<file path="src/rtl/abcd_vector_sequencer.sv">
// Self-running sweep of a 4-input decoder: drives {a,b,c,d} through 0..15,
// captures {x,y} per vector into a 32-bit word and compares it with a golden signature.
module abcd_vector_sequencer #(
  parameter int unsigned STEP_CYCLES = 10,
  parameter logic [31:0] EXPECTED    = 32'h0000_0000
) (
  input  logic        clk,
  input  logic        rst,
  input  logic        start,
  input  logic        x,
  input  logic        y,
  output logic        a,
  output logic        b,
  output logic        c,
  output logic        d,
  output logic [3:0]  vec_idx,
  output logic        busy,
  output logic        done,
  output logic [31:0] result,
  output logic        pass
);

  localparam logic [7:0] STEP_LAST = 8'(STEP_CYCLES - 1);

  typedef enum logic [1:0] {
    IDLE,
    RUN,
    DONE
  } state_t;

  state_t      state_q, state_d;
  logic [3:0]  vec_idx_q, vec_idx_d;
  logic [3:0]  abcd_q, abcd_d;
  logic [7:0]  step_q, step_d;
  logic [31:0] result_q, result_d;
  logic        pass_q, pass_d;
  logic        busy_q, busy_d;
  logic        done_q, done_d;
  logic [31:0] sample_word;

  // Places the {x,y} pair of vector idx into its two-bit slot of the result word.
  function automatic logic [31:0] insert_pair(input logic [31:0] word,
                                              input logic [3:0]  idx,
                                              input logic [1:0]  pair);
    logic [31:0] w;
    w = word;
    w[{idx, 1'b0} +: 2] = pair;
    return w;
  endfunction

  assign sample_word = insert_pair(result_q, vec_idx_q, {x, y});

  always_comb begin
    state_d   = state_q;
    vec_idx_d = vec_idx_q;
    abcd_d    = abcd_q;
    step_d    = step_q;
    result_d  = result_q;
    pass_d    = pass_q;
    busy_d    = busy_q;
    done_d    = 1'b0;

    case (state_q)
      IDLE: begin
        abcd_d = 4'h0;
        if (start) begin
          state_d   = RUN;
          vec_idx_d = 4'h0;
          step_d    = 8'h00;
          result_d  = 32'h0;
          pass_d    = 1'b0;
          busy_d    = 1'b1;
        end
      end
      RUN: begin
        // The response is sampled on the last step so x,y have settled for STEP_CYCLES-1 cycles.
        if (step_q == STEP_LAST) begin
          result_d = sample_word;
          step_d   = 8'h00;
          if (vec_idx_q != 4'hF) begin
            vec_idx_d = vec_idx_q + 4'h1;
            abcd_d    = vec_idx_q + 4'h1;
          end else begin
            state_d   = DONE;
            busy_d    = 1'b0;
            done_d    = 1'b1;
            pass_d    = (sample_word == EXPECTED);
            abcd_d    = 4'h0;
            vec_idx_d = 4'h0;
          end
        end else begin
          step_d = step_q + 8'h01;
        end
      end
      DONE: begin
        state_d = IDLE;
      end
      default: begin
        state_d = IDLE;
      end
    endcase
  end

  always_ff @(posedge clk) begin
    if (rst) begin
      state_q   <= IDLE;
      vec_idx_q <= 4'h0;
      abcd_q    <= 4'h0;
      step_q    <= 8'h00;
      result_q  <= 32'h0;
      pass_q    <= 1'b0;
      busy_q    <= 1'b0;
      done_q    <= 1'b0;
    end else begin
      state_q   <= state_d;
      vec_idx_q <= vec_idx_d;
      abcd_q    <= abcd_d;
      step_q    <= step_d;
      result_q  <= result_d;
      pass_q    <= pass_d;
      busy_q    <= busy_d;
      done_q    <= done_d;
    end
  end

  assign {a, b, c, d} = abcd_q;
  assign vec_idx      = vec_idx_q;
  assign busy         = busy_q;
  assign done         = done_q;
  assign result       = result_q;
  assign pass         = pass_q;

endmodule

</file>
<file path="config.mk">
export PLATFORM = sky130hd
export DESIGN_NAME = abcd_vector_sequencer
export DESIGN_NICKNAME = d
export VERILOG_FILES = /design/src/rtl/abcd_vector_sequencer.sv
export SDC_FILE = /design/constraint.sdc
export NUM_CORES = 1
export LEC_CHECK = 0
export ABC_AREA = 0
export ABC_CLOCK_PERIOD_IN_PS = 2600
export CAP_MARGIN = 5
export CORE_MARGIN = 4
export CORE_UTILIZATION = 39
export DETAILED_ROUTE_END_ITERATION = 8
export PLACE_DENSITY = 0.71
export SYNTH_ARGS = -nofsm -noshare
export SYNTH_HDL_FRONTEND = slang
export SYNTH_SLANG_ARGS = --single-unit
</file>
<file path="constraint.sdc">
create_clock -name clk -period 2.6 [get_ports clk]
set_input_delay 0.65 -clock clk [delete_from_list [all_inputs] [get_ports clk]]
set_output_delay 0.65 -clock clk [all_outputs]
set_load 0.005 [all_outputs]
</file>
Word-level counts from Yosys, hierarchy flattened
Cells that the tools add are included.
{ "classes": {"bitwise_logic": 2, "eq_ne": 6, "add_sub_neg": 3, "n_mux": 25, "shifts": 2, "reduce_logical": 9} }
{ "op_table": {"columns": ["operator", "count"], "rows": [
  ["$mux W32", 2],
  ["$pmux W32 S2", 1],
  ["$bwmux W32", 1],
  ["$logic_not A32 Y1", 1],
  ["$shift A2 B7 Y32 const A", 1],
  ["$shiftx A2 B7 Y32", 1],
  ["$mux W8", 2],
  ["$pmux W4 S2", 2],
  ["$pmux W8 S2", 1],
  ["$mux W4", 3],
  ["$add A8 B1 Y8 const B", 1],
  ["$eq A8 B4 Y1 const B", 1],
  ["$mux W1", 7],
  ["$neg A5 Y7", 1],
  ["$mux W2", 3],
  ["$ne A2 B2 Y1 const B", 3],
  ["$reduce_and A3 Y1", 2],
  ["$add A4 B1 Y4 const B", 1],
  ["$ne A4 B4 Y1 const B", 1],
  ["$pmux W1 S2", 2],
  ["$pmux W2 S2", 1],
  ["$reduce_and A2 Y1", 2],
  ["$reduce_and A4 Y1", 1],
  ["$reduce_or A3 Y1", 1],
  ["4 further kinds", 5]
]} }
{ "word_totals": {"regBits": 53, "input_bits": 5, "wordCells": 55, "output_inout_bits": 43} }

Depth between registers and ports, before layout
{ "depth": {"word_depth": 7, "mapped_depth": 11} }

Worst setup path after synthesis
OpenSTA, ideal clock, no wires.
{ "synth_path": {"kind": "reg2reg", "start": "register vec_idx_q[0] (netlist: vec_idx[0])", "end": "register pass_q (netlist: pass)", "required_time_ps": 2531, "setup_ps": 69, "synth_period_minus_slack_ps": 2319, "setup_slack_ps": 281, "n_path_buf": 2, "stages_incl_launch_ff": 12, "t_arrival_ps": 2250, "path_cell_list": "dfxtp_1 > buf_2 > inv_1 > ha_1 > nor2b_1 > buf_4 > a21o_2 > and3_4 > mux2i_1 > a2111oi_2 > nand4_1 > o21ai_1"} }
{ "synth_via": {"elab_chain_len": 7, "elab_cells_between_ends": 11, "classes_between": "add/sub (1); eq/ne (2); shift (2); mux (4); reduce/logical (2)"} }
{ "synth_rtl": {"columns": ["item", "line_no", "rtl"], "rows": [
  ["start, declared", "32", "logic [3:0] vec_idx_q, vec_idx_d;"],
  ["start signal, assigned", "116", "vec_idx_q <= vec_idx_d;"],
  ["$neg A5 Y7", "47", "w[{idx, 1'b0} +: 2] = pair;"],
  ["$shiftx A2 B7 Y32 or $shift A2 B7 Y32 (tied branches)", "47", null],
  ["$bwmux W32", "47", null],
  ["$logic_not A32 Y1", "87", "pass_d = (sample_word == EXPECTED);"],
  ["$mux W1", "80", "if (vec_idx_q != 4'hF) begin"],
  ["$mux W1", "77", "if (step_q == STEP_LAST) begin"],
  ["$pmux W1 S2", "63", "case (state_q)"],
  ["end signal, assigned", "120", "pass_q <= pass_d;"],
  ["end, declared", "36", "logic pass_q, pass_d;"]
]} }
Parallel ways exist; a longest one is shown, timed or not. The select of a mux whose other input is x is not followed.
A chain may end at the register's enable or synchronous reset.

Final worst setup path
Ends and elaborated chain as after synthesis.

==> impl_metrics.env <==
export IMPL_yosys_warnings=0
export IMPL_ir_worst_vdd_mv=0.356
export IMPL_syn_inst=367
export IMPL_root_buffer="clkbuf_8"
export IMPL_fmax_mhz=419
export IMPL_cp_slowest_cell="ha_1"
export IMPL_maxCapViolations=0
export IMPL_nNetsFinal=435
export IMPL_fin_ws_ns=0.215
export IMPL_p_leak_nw=1.33
export IMPL_period_share_pct=91.7
export IMPL_min_from="busy$_SDFFE_PP0P_"
export IMPL_cpPeakStageDelay_ns=0.45
export IMPL_post_cts_buffers=0
export IMPL_gp_congestion=0.966
export IMPL_ys_ff_latch=53
export IMPL_powerDensity_nw_per_um2=446
export IMPL_core_area_um2=7250
export IMPL_diodes=0
export IMPL_hp_class="reg -> reg"
export IMPL_wl_mm=8.04
export IMPL_row_count=31
export IMPL_postRouteAntennaNets=0
export IMPL_slew_headroom_pct=66.5
export IMPL_fin_skew_ns=0.0133
export IMPL_die_y_um=94.2
export IMPL_yosysSeqAreaShare_pct=36.6
export IMPL_die_w_um=94.2
export IMPL_grt_overflow=0
export IMPL_r2r_start="vec_idx[0]$_SDFFE_PP0P_"
export IMPL_postCtsResizedCells=0
export IMPL_dp_slack_ns=0.183
export IMPL_critPathCaptureType="flop"
export IMPL_htreeDepth=2
export IMPL_drive_above_1_share_pct=12.5
export IMPL_ys_flop_type="dfxtp_1"
export IMPL_synth_edff_count=0
export IMPL_hold_depth=2
export IMPL_dp_cells=516
export IMPL_crit_path_cell_trace="inv_1 > ha_1 > nor2_2 > nand3_1 > a221oi_2 > o211ai_1 > a211oi_1 > nand4_1 > o21ai_1"
export IMPL_hold_path_end="busy$_SDFFE_PP0P_"
export IMPL_areaGrowthSynthToFinish_pct=26.4
export IMPL_hold_viol_final=0
export IMPL_p_total_mw=1.63
export IMPL_routedWlPerCell_um=15.3
export IMPL_insertion_delay_ns=0.32
export IMPL_die_area_um2=8870
export IMPL_cts_tree="done"
export IMPL_r2r_end="pass$_SDFFE_PP0P_"
export IMPL_grtUsageTotal_pct=18.7
export IMPL_finalNonFillerCells=524
export IMPL_grt_pass1_vias=2661
export IMPL_ioPinCount=48
export IMPL_critPathRequiredTime_ns=2.85
export IMPL_dp_hpwl_mm=6.14
export IMPL_r2r_cells=9
export IMPL_finalWorstPathRequiredPeriod_ns=2.38
export IMPL_maxSlewViolCount=0
export IMPL_cts_sinks=53
export IMPL_reg2reg_slack_ns=0.22
export IMPL_rsz0062_at_grt="false"
export IMPL_cp_arrival_ns=2.64
export IMPL_firstDrtPassIters=4
export IMPL_cts_buffers=5
export IMPL_outcome="completed"
export IMPL_start_util_pct=39.9
export IMPL_grt_pass1_wl_mm=13.2
export IMPL_clk_pin_slew_ns=0.10
export IMPL_portBuffers=47
export IMPL_cp_max_fo=10
export IMPL_final_util_pct=50.5
export IMPL_nFillCells=726
export IMPL_cts_max_path_buffers=2
export IMPL_async_flop_share_pct=0
export IMPL_syn_nets=378
export IMPL_synth_avg_cell_area_um2=7.89
export IMPL_cts_hold_buf=0
export IMPL_yosysUniqueCellTypes=61
export IMPL_critical_path_class="reg -> reg"
export IMPL_tightest_slew_ns=0.498
export IMPL_vias_per_cell=5.37
export IMPL_layout_common_cells="nand2_1 (74), dfxtp_1 (53), clkdlybuf4s50_1 (47), o21ai_0 (38), nor2_1 (34)"
export IMPL_register_area_um2=1060
export IMPL_grt_max_degree=23
export IMPL_multi_input_comb_area_um2=1740
export IMPL_finalSetupViolCount=0
export IMPL_vias=2814
export IMPL_synth_area_um2=2900
export IMPL_setup_tns_ns=0
export IMPL_startpoint_type="flop"
export IMPL_antenna_found_initial=0
export IMPL_layout_commonest_cell="nand2_1"
export IMPL_drtIter0Drc=173
export IMPL_drc_errors=0
==> registers in the layout (all words and copies together), names as in the netlist <==
| name | cells |
|---|---|
| result | 32 |
| step_q | 8 |
| abcd_q | 4 |
| vec_idx | 4 |
| state_q | 2 |
| busy | 1 |
| done | 1 |
| pass | 1 |
==> power breakdown <==
part           switching (mW)  internal (mW)  total, mW
sequential            0.00772          0.820      0.828
combinational           0.135         0.0812      0.216
clock                   0.277          0.313      0.590
total                   0.419           1.21       1.63
==> stage by stage <==
stage	instance area (µm²)	hold WS [ns]
after floorplan	2900	0.453
after global placement	3540	0.450
after detailed placement	3540	0.451
after CTS	3660	0.464
after global routing	3660	0.482
final	3660	0.459
==> worst max-delay path: cells and delay by family (launching register included) <==
| kind | cells | cell delay, ns |
|---|---|---|
| AO/OA/AOI/OAI | 4 | 0.87 |
| AND/OR/NAND/NOR | 3 | 0.58 |
| adder cells (fa/ha/maj) | 1 | 0.45 |
| flip-flops | 1 | 0.34 |
| buffers and inverters | 1 | 0.08 |
==> per-layer routing <==
| layer | vias up | part of all wire (%) | GRT usage (%) |
|---|---|---|---|
| met5 | - | 0 | 0 |
| met4 | 0 | 0.83 | 4.69 |
| met3 | 6 | 4.4 | 3.85 |
| met2 | 67 | 48 | 30.9 |
| met1 | 1334 | 47 | 24.7 |
| li1 | 1407 | - | - |
==> layout make-up <==
cell class / instances / area share (%)
Timing Repair Buffer: 65 / 16.5
Tap cell: 99 / 3.38
Sequential cell: 53 / 29.0
Clock buffer: 6 / 2.25
Clock inverter: 2 / 1.02
Multi-Input combinational cell: 295 / 47.4
Inverter: 4 / 0.410
==> how the worst max path moves through the flow <==
stage	slack (ns)	depth (start not counted)	start	endpoint
3_5_place_dp	0.18	8	y	pass$_SDFFE_PP0P_
2_1_floorplan	0.28	11	vec_idx[0]$_SDFFE_PP0P_	pass$_SDFFE_PP0P_
4_1_cts	0.25	9	vec_idx[0]$_SDFFE_PP0P_	pass$_SDFFE_PP0P_
5_1_grt	0.03	10	vec_idx[0]$_SDFFE_PP0P_	pass$_SDFFE_PP0P_
6_report	0.22	9	vec_idx[0]$_SDFFE_PP0P_	pass$_SDFFE_PP0P_
3_3_place_gp	0.21	8	y	pass$_SDFFE_PP0P_
==> cells by family after synthesis <==
family / synth area share (%)
buf+inv: 3.41
mux: 2.46
fa+ha+maj: 2.59
compound gates: 23.3
simple gates: 29.8
xor+xnor: 1.81
flops: 36.6
==> synthesized netlist by cell type, types with 5 or more instances <==
cell type | number | area [µm²]
o21ai_1 | 10 | 50.1
nor2b_1 | 6 | 37.5
nand2_1 | 74 | 278
ha_1 | 6 | 75.1
o31ai_1 | 5 | 37.5
dfxtp_1 | 53 | 1060
a21oi_1 | 18 | 90.1
nand3_1 | 9 | 45.0
mux2i_1 | 6 | 60.1
xor2_1 | 6 | 52.6
nand2b_1 | 6 | 37.5
buf_2 | 10 | 50.1
o211ai_1 | 6 | 45.0
o21ai_0 | 38 | 190
and3_1 | 6 | 37.5
o2bb2ai_1 | 5 | 43.8
nor2_1 | 34 | 128
No activity file was read; power rests on OpenSTA's default activity.
